--- config.mk ---
export PLATFORM = sky130hd
export DESIGN_NAME = sw_bounce_gen
export DESIGN_NICKNAME = d
export VERILOG_FILES = /design/src/rtl/sw_bounce_pkg.sv /design/src/rtl/sw_bounce_gen_lfsr16.sv /design/src/rtl/sw_bounce_gen.sv
export SDC_FILE = /design/constraint.sdc
export NUM_CORES = 1
export LEC_CHECK = 0
export BUFFER_PORTS_ARGS = -buffer_cell sky130_fd_sc_hd__buf_2
export CORE_ASPECT_RATIO = 1.2
export CORE_MARGIN = 5
export CORE_UTILIZATION = 27
export DETAILED_ROUTE_END_ITERATION = 12
export PLACE_DENSITY = 0.42
export SLEW_MARGIN = 20
export SYNTH_ARGS = -nofsm -noshare
export SYNTH_HDL_FRONTEND = slang
export SYNTH_SLANG_ARGS = --single-unit
--- constraint.sdc ---
create_clock -name clk -period 2.93 [get_ports clk]
set_input_delay 0.293 -clock clk [delete_from_list [all_inputs] [get_ports clk]]
set_output_delay 0.293 -clock clk [all_outputs]
set_load 0.05 [all_outputs]
--- src/rtl/sw_bounce_pkg.sv ---
// Shared types and constants for the switch-bounce emulator.
// Holds the FSM encoding and the LFSR polynomial/default seed.
package sw_bounce_pkg;

    typedef enum logic [1:0] {
        IDLE   = 2'd0,
        BOUNCE = 2'd1,
        SETTLE = 2'd2
    } state_t;

    localparam logic [15:0] LFSR_DEFAULT = 16'hACE1;
    localparam logic [15:0] LFSR_MASK    = 16'hB400;

    // One right-shift step of the Galois LFSR.
    function automatic logic [15:0] lfsr_step(input logic [15:0] v);
        lfsr_step = {1'b0, v[15:1]} ^ (v[0] ? LFSR_MASK : 16'h0000);
    endfunction

endpackage

--- src/rtl/sw_bounce_gen_lfsr16.sv ---
// 16-bit Galois LFSR that steps every cycle, with seed load.
// A zero seed would lock the register, so it is replaced by the default.
module lfsr16
    import sw_bounce_pkg::*;
(
    input  logic        clk,
    input  logic        arst_n,
    input  logic        ld,
    input  logic [15:0] seed,
    output logic [15:0] q
);

    logic [15:0] q_q;
    logic [15:0] q_d;

    always_comb begin
        q_d = lfsr_step(q_q);
        if (ld) begin
            q_d = (seed == 16'h0000) ? LFSR_DEFAULT : seed;
        end
    end

    always_ff @(posedge clk or negedge arst_n) begin
        if (!arst_n) begin
            q_q <= LFSR_DEFAULT;
        end else begin
            q_q <= q_d;
        end
    end

    assign q = q_q;

endmodule

--- src/rtl/sw_bounce_gen.sv ---
// Switch-bounce emulator: turns a clean level into a pseudo-random
// bouncing waveform that settles on that level.
module sw_bounce_gen
    import sw_bounce_pkg::*;
#(
    parameter int CLK_FREQ  = 200_000_000,
    parameter int IW        = 10,
    parameter int BW        = 3,
    parameter int SETTLE_US = 20000
) (
    input  logic        clk,
    input  logic        arst_n,
    input  logic        lvl_in,
    input  logic        en,
    input  logic        seed_ld,
    input  logic [15:0] seed,
    output logic        sw_out,
    output logic        busy,
    output logic        done
);

    localparam int TICK_DIV = CLK_FREQ / 1_000_000;
    localparam int UW = (TICK_DIV > 1) ? $clog2(TICK_DIV) : 1;
    localparam int SW = (SETTLE_US > 0) ? $clog2(SETTLE_US + 1) : 1;

    localparam logic [UW-1:0] US_LAST  = UW'(TICK_DIV - 1);
    localparam logic [IW:0]   IVL_ONE  = (IW+1)'(1);
    localparam logic [BW:0]   TOG_ONE  = (BW+1)'(1);
    localparam logic [SW-1:0] SET_INIT = SW'(SETTLE_US);
    localparam logic [SW-1:0] SET_ONE  = SW'(1);

    state_t        state_q, state_d;
    logic [UW-1:0] us_q, us_d;
    logic          sw_q, sw_d;
    logic          tgt_q, tgt_d;
    logic [BW:0]   tog_q, tog_d;
    logic [IW:0]   ivl_q, ivl_d;
    logic [SW-1:0] set_q, set_d;
    logic          done_q, done_d;

    logic          tick;
    logic [15:0]   lfsr;
    logic [IW:0]   ivl_rnd;
    logic [BW:0]   tog_rnd;
    logic          unused_lfsr;

    lfsr16 u_lfsr (
        .clk    (clk),
        .arst_n (arst_n),
        .ld     (seed_ld),
        .seed   (seed),
        .q      (lfsr)
    );

    assign unused_lfsr = ^lfsr;

    // Free-running microsecond prescaler, independent of the FSM.
    assign tick = (us_q == US_LAST);
    assign us_d = tick ? '0 : us_q + UW'(1);

    // Interval 1..2^IW ticks; toggle count 2k-1 written as {k-1, 1}.
    assign ivl_rnd = {1'b0, lfsr[IW-1:0]} + IVL_ONE;
    assign tog_rnd = {lfsr[15:16-BW], 1'b1};

    always_comb begin
        state_d = state_q;
        sw_d    = sw_q;
        tgt_d   = tgt_q;
        tog_d   = tog_q;
        ivl_d   = ivl_q;
        set_d   = set_q;
        done_d  = 1'b0;
        unique case (state_q)
            IDLE: begin
                if (lvl_in != sw_q) begin
                    if (en) begin
                        tgt_d   = lvl_in;
                        tog_d   = tog_rnd;
                        ivl_d   = ivl_rnd;
                        state_d = BOUNCE;
                    end else begin
                        sw_d = lvl_in;
                    end
                end
            end
            BOUNCE: begin
                if (tick) begin
                    if (ivl_q == IVL_ONE) begin
                        sw_d  = ~sw_q;
                        tog_d = tog_q - TOG_ONE;
                        ivl_d = ivl_rnd;
                        if (tog_q == TOG_ONE) begin
                            set_d   = SET_INIT;
                            state_d = SETTLE;
                        end
                    end else begin
                        ivl_d = ivl_q - IVL_ONE;
                    end
                end
            end
            SETTLE: begin
                sw_d = tgt_q;
                if (tick) begin
                    if (set_q <= SET_ONE) begin
                        set_d   = '0;
                        done_d  = 1'b1;
                        state_d = IDLE;
                    end else begin
                        set_d = set_q - SET_ONE;
                    end
                end
            end
            default: begin
                state_d = IDLE;
            end
        endcase
    end

    always_ff @(posedge clk or negedge arst_n) begin
        if (!arst_n) begin
            state_q <= IDLE;
            us_q    <= '0;
            sw_q    <= 1'b0;
            tgt_q   <= 1'b0;
            tog_q   <= '0;
            ivl_q   <= '0;
            set_q   <= '0;
            done_q  <= 1'b0;
        end else begin
            state_q <= state_d;
            us_q    <= us_d;
            sw_q    <= sw_d;
            tgt_q   <= tgt_d;
            tog_q   <= tog_d;
            ivl_q   <= ivl_d;
            set_q   <= set_d;
            done_q  <= done_d;
        end
    end

    assign sw_out = sw_q;
    assign busy   = (state_q != IDLE);
    assign done   = done_q;

endmodule
==> results of run 1 <==
worst paths after layout:
check / start / endpoint / slack [ns] / cells after the start
max: ivl_q[6] / ivl_q[0] / 0.60 / 6
min: seed[0] / u_lfsr.q[0] / 0.19 / 2
max reg2reg: ivl_q[6] / ivl_q[0] / 0.60 / 6
min reg2reg: u_lfsr.q[12] / u_lfsr.q[11] / 0.49 / 1
max in group asynchronous: arst_n / ivl_q[6] / 1.83 / 3
min in group asynchronous: arst_n / us_q[5] / 0.42 / 2
critical path, stage by stage (launching register included):
cell and delay (ns):
dfrtp_1 0.40, or4_1 0.71, o31ai_4 0.60, buf_4 0.24, nor2_1 0.04, mux2i_1 0.13
o31ai_1 0.08
kinds of logic (layout without fill, tap and decap cells):
logic type / Yosys count / in the layout
XOR/XNOR: 17 / 17
AND/OR/NAND/NOR: 112 / 112
multiplexers: 11 / 11
AO/OA/AOI/OAI: 109 / 109
adder cells (fa/ha/maj): 12 / 12
buffers and inverters: 32 / 62
flip-flops: 59 / 59
routing by layer:
layer,part of all wire,routed length (um),vias up,global-route usage
met5,0,0,-,0
met2,0.49,3920,48,0.188
met4,0.013,106,0,0.0381
li1,-,-,1366,-
met1,0.46,3680,1292,0.142
met3,0.040,322,8,0.0403
sequential cells by signal, indices dropped and copies added (netlist names):
signal	count
tog_q	4
state_q	2
us_q	8
tgt_q	1
sw_out	1
ivl_q	11
set_q	15
u_lfsr.q	16
done	1
per-stage QoR:
step / utilization / total power, mW / std cells / hold WS (ns)
global placement: 0.295 / 1.03 / 529 / 0.260
CTS: 0.322 / 2.21 / 546 / 0.174
global route: 0.322 / 2.26 / 546 / 0.181
floorplan: - / 0.966 / 352 / -0.00259
detailed placement: 0.295 / 1.03 / 529 / 0.250
finish: 0.322 / 2.17 / 546 / 0.188
layout by cell type (no fill, tap or decap), types with 3 or more instances in the layout:
| cell | Yosys | layout |
|---|---|---|
| o2bb2ai_1 | 4 | 4 |
| or3_1 | 5 | 5 |
| nand4_1 | 4 | 4 |
| nor2_1 | 20 | 20 |
| dfstp_2 | 8 | 8 |
| o31ai_1 | 5 | 5 |
| o21ai_1 | 16 | 16 |
| mux2i_1 | 3 | 3 |
| xnor2_1 | 5 | 5 |
| buf_2 | 2 | 23 |
| nand2_1 | 20 | 20 |
| o31a_1 | 3 | 3 |
| or4_1 | 4 | 4 |
| buf_4 | 2 | 5 |
| or2_1 | 3 | 3 |
| o21ai_0 | 15 | 15 |
| and3_1 | 4 | 4 |
| nor3_1 | 12 | 12 |
| mux2_2 | 7 | 7 |
| ha_1 | 12 | 12 |
| clkbuf_16 | 0 | 9 |
| clkinv_2 | 0 | 3 |
| nand2b_1 | 6 | 6 |
| o22ai_1 | 4 | 4 |
| a31oi_1 | 4 | 4 |
| nand3_1 | 14 | 14 |
| nor4_1 | 9 | 9 |
| o22a_1 | 9 | 9 |
| xor2_1 | 12 | 12 |
| dfrtp_1 | 51 | 51 |
| a21oi_1 | 20 | 20 |
| inv_1 | 17 | 17 |
power by group through the flow:
| stage | clock (mW) | sequential, mW | combinational [mW] |
|---|---|---|---|
| floorplan | 0 | 0.886 | 0.0799 |
| detailed placement | 0 | 0.898 | 0.128 |
| CTS | 1.20 | 0.884 | 0.131 |
| global route | 1.23 | 0.889 | 0.145 |
| global placement | 0 | 0.898 | 0.128 |
| finish | 1.16 | 0.884 | 0.126 |
area by class of cell:
type	count	area, um^2	share of cell area
clock inverter	5	75.1	0.0187
inverter	17	63.8	0.0159
timing repair buffer	29	163	0.0404
sequential	59	1490	0.370
multi-input combinational	261	1780	0.442
clock buffer	11	253	0.0628
tap	164	205	0.0510
==> flow_summary.json, run 1 <==
{
  "status": "finished clean",
  "p_sw_mw": 0.475,
  "place.gp.congestion": 0.777,
  "hold_viol_final": 0,
  "firstDrtPassIters": 4,
  "cts_made_buffers": 9,
  "final_cell_area_um2": 4020,
  "fin_crit_ns": 2.33,
  "cts.repair.resized": 0,
  "worstMarginPinSlew_ns": 0.726,
  "clk_latency_ns": 0.33,
  "dieArea_um2": 15000,
  "placedInstanceArea_um2": 3680,
  "nets": 410,
  "antenna_cells": 0,
  "synthCells": 352,
  "row_count": 45,
  "synth_fp_nets": 385,
  "clockRootBuffer": "clkbuf_16",
  "synthMuxAreaShare": 0.0353,
  "yosysSeqAreaShare": 0.436,
  "leakage_nw": 1.71,
  "holdBufCountCts": 1,
  "cp_max_fo": 14,
  "synth_seq_cells": 59,
  "grt_remaining_overflow": 0,
  "drt_iter0_drc": 73,
  "htree_levels": 3,
  "area_delta_synth_final_pct": 18.0,
  "synth_area_um2": 3410,
  "die_x_um": 113,
  "yosys.area_share.adder": 0.0441,
  "ir_worst_vdd_mv": 0.360,
  "synth_xor_area_frac": 0.0437,
  "antenna_found_initial": 0,
  "cts_sinks": 59,
  "ant_nets": 0,
  "yosys.area_share.simple": 0.177,
  "syn_area_per_cell_um2": 9.68,
  "fmax_mhz": 430,
  "cts_tree": "yes",
  "drc_errors": 0,
  "yosysTopAreaCell": "dfrtp_1",
  "synth-compound-area-share": 0.221,
  "seqPwrFrac": 0.407,
  "synth_async_sr_flop_share": 1.00,
  "startpoint_type": "flop",
  "finalCritPeriodShare": 0.794,
  "power.density_nw_per_um2": 540,
  "hold_path.class": "in -> reg",
  "vias_per_cell": 4.97,
  "share_comb_of_total_power": 0.058,
  "crit_arrival_ns": 2.53,
  "crit_type": "reg -> reg",
  "wl_per_cell_um": 14.7,
  "grt_pass1_wl_um": 13900,
  "grt_pass1_vias": 2738,
  "clock_skew_ns": 0.00395,
  "rsz0062_at_grt": "no",
  "fillers": 1307,
  "switching_share": 0.219,
  "slew_viol_final": 0,
  "clock_path_buffers": 2,
  "synth-edff-count": 0,
  "place_ws_ns": 0.600,
  "routed_wl_um": 8020,
  "ys_top_cells_by_area": "dfrtp_1, dfstp_2, ha_1",
  "ys_types": 64,
  "netlist_top_cells_count": "dfrtp_1, a21oi_1, nand2_1, nor2_1, inv_1",
  "clk_pin_slew_ns": 0.05,
  "slew_headroom": 0.516,
  "grt_usage": 0.115,
  "ys_warn_count": 0,
  "fin_ws_ns": 0.602,
  "synth-main-ff-cell": "dfrtp_1",
  "crit_path_end_kind": "flop",
  "yosysMostFrequentCell": "dfrtp_1",
  "post_cts_buffers": 0,
  "finalSetupViolCount": 0,
  "internal_power_mw": 1.70,
  "maxCapViolations": 0,
  "core_area_um2": 12500,
  "vias": 2714,
  "io_pins": 24,
  "cp.required_ns": 3.13,
  "io_buffers": 23,
  "dp_hpwl_um": 5800,
  "p_clk_frac": 0.535,
  "synth_top_area_share": 0.375,
  "grt_max_degree": 26,
  "layout-drive-gt1-share": 0.183,
  "start_util": 0.273,
  "synth_top_family_by_area": "compound AO/OA/AOI/OAI gates",
  "die_h_um": 133,
  "tns_ns": 0
}
Note: power is estimated with default switching activity, not from simulation.
==> run 2, diff against run 1 <==
- PLACE_DENSITY: 0.42 -> 0.43
- clock period: 2.93 -> 2 ns (I/O delays scaled with it)
==> flow_summary.json, run 2 (synthesis results as in run 1) <==
{
  "status": "finished with violations",
  "violations": "negative setup slack",
  "power.density_nw_per_um2": 693,
  "grt_pass1_vias": 2984,
  "dp_hpwl_um": 6330,
  "leakage_nw": 2.00,
  "die_h_um": 133,
  "grt_remaining_overflow": 0,
  "start_util": 0.273,
  "area_delta_synth_final_pct": 33.6,
  "crit_arrival_ns": 2.26,
  "firstDrtPassIters": 5,
  "clock_skew_ns": 0.00713,
  "crit_type": "reg -> reg",
  "clk_pin_slew_ns": 0.06,
  "antenna_found_initial": 0,
  "antenna_cells": 0,
  "fin_ws_ns": -0.0439,
  "htree_levels": 3,
  "ff_latch_area_um2": 1490,
  "io_buffers": 23,
  "slew_viol_final": 0,
  "nets": 464,
  "final_common_cell": "buf_4",
  "vias_per_cell": 4.90,
  "cts_sinks": 59,
  "post-place-cells": 582,
  "fmax_mhz": 489,
  "finalSetupViolCount": 3,
  "fillers": 1315,
  "rsz0062_at_grt": "yes",
  "core_area_um2": 12500,
  "place.gp.congestion": 0.750,
  "hold_path.class": "in -> reg",
  "clock_path_buffers": 2,
  "cts_tree": "yes",
  "io_pins": 24,
  "multiInputGateArea_um2": 1870,
  "startpoint_type": "flop",
  "clk_latency_ns": 0.33,
  "grt_usage": 0.119,
  "finalCritPeriodShare": 1.02,
  "vias": 2941,
  "cp.required_ns": 2.21,
  "clockRootBuffer": "clkbuf_16",
  "wl_per_cell_um": 14.4,
  "crit_path_end_kind": "flop",
  "fin_cells": 600,
  "grt_max_degree": 60,
  "ant_nets": 0,
  "hold_viol_final": 0,
  "cp_max_fo": 4,
  "worstMarginPinSlew_ns": 0.424,
  "layout-drive-gt1-share": 0.333,
  "cts_made_buffers": 9,
  "grt_pass1_wl_um": 14600,
  "drt_iter0_drc": 98,
  "die_x_um": 113,
  "largest_reg_flops": 16,
  "maxCapViolations": 0,
  "final_cell_mix": "buf_4, dfrtp_1, buf_2, nand2_1, nor2_1",
  "drc_errors": 0,
  "fin_crit_ns": 2.04,
  "power_mw": 3.16,
  "dieArea_um2": 15000,
  "row_count": 45,
  "ir_worst_vdd_mv": 0.378,
  "routed_wl_um": 8640,
  "r2r_cells": 5,
  "holdPathStages": 2,
  "slew_headroom": 0.714
}
## run 2: final cells by class
class | instances | share of cell area
multi-input combinational | 261 | 0.411
sequential | 59 | 0.327
timing repair buffer | 83 | 0.133
clock buffer | 9 | 0.0495
tap | 164 | 0.0451
clock inverter | 7 | 0.0203
inverter | 17 | 0.0148
## run 2: repair_timing
item / CTS / global route
cloned: 0 / 1
buffers inserted: 0 / 0
pin swaps: 1 / 12
hold buffers: 1 / 0
hold endpoints to repair: 51 / 0
setup endpoints to repair: 11 / 30
gates resized for setup: 6 / 20
## run 2: stage by stage
stage | setup TNS (ns) | setup WS [ns] | instance area, um^2 | util | hold WS (ns)
3_3_place_gp | -0.426 | -0.138 | 4120 | 0.330 | 0.244
3_5_place_dp | -0.429 | -0.147 | 4120 | 0.330 | 0.244
4_1_cts | -0.130 | -0.0500 | 4470 | 0.358 | 0.0831
6_report | -0.107 | -0.0439 | 4550 | 0.364 | 0.0957
5_1_grt | -0.498 | -0.113 | 4550 | 0.364 | 0.0919
2_1_floorplan | -0.00706 | -0.00706 | 3420 | - | -0.0956
## run 2: worst max-delay path, stage by stage (launching register included)
cell     delay (ns)
dfrtp_1        0.38
or4_4          0.55
or3_4          0.38
or4_1          0.40
o21ai_1        0.13
o21ai_1        0.07
## run 2: final timing paths
check	startpoint	to	slack [ns]
worst max-delay path	set_q[7]	set_q[14]	-0.04
worst min-delay path	seed[7]	u_lfsr.q[7]	0.1
worst max register to register	set_q[7]	set_q[14]	-0.04
worst min register to register	u_lfsr.q[12]	u_lfsr.q[11]	0.48
max in group asynchronous	arst_n	u_lfsr.q[0]	1.28
min in group asynchronous	arst_n	us_q[2]	0.42
## run 2: metal layers
layer | GRT usage | wire [um] | vias up
met5 | 0 | 0 | -
met4 | 0.0588 | 170 | 0
met3 | 0.0192 | 215 | 12
met2 | 0.203 | 4380 | 31
met1 | 0.146 | 3880 | 1420
li1 | - | - | 1478
## run 2: where the power goes
part / switching [mW] / total [mW] / leakage [nW] / internal [mW]
clock: 0.570 / 1.65 / 0.147 / 1.08
sequential: 0.0376 / 1.29 / 0.734 / 1.25
combinational: 0.113 / 0.215 / 1.11 / 0.103
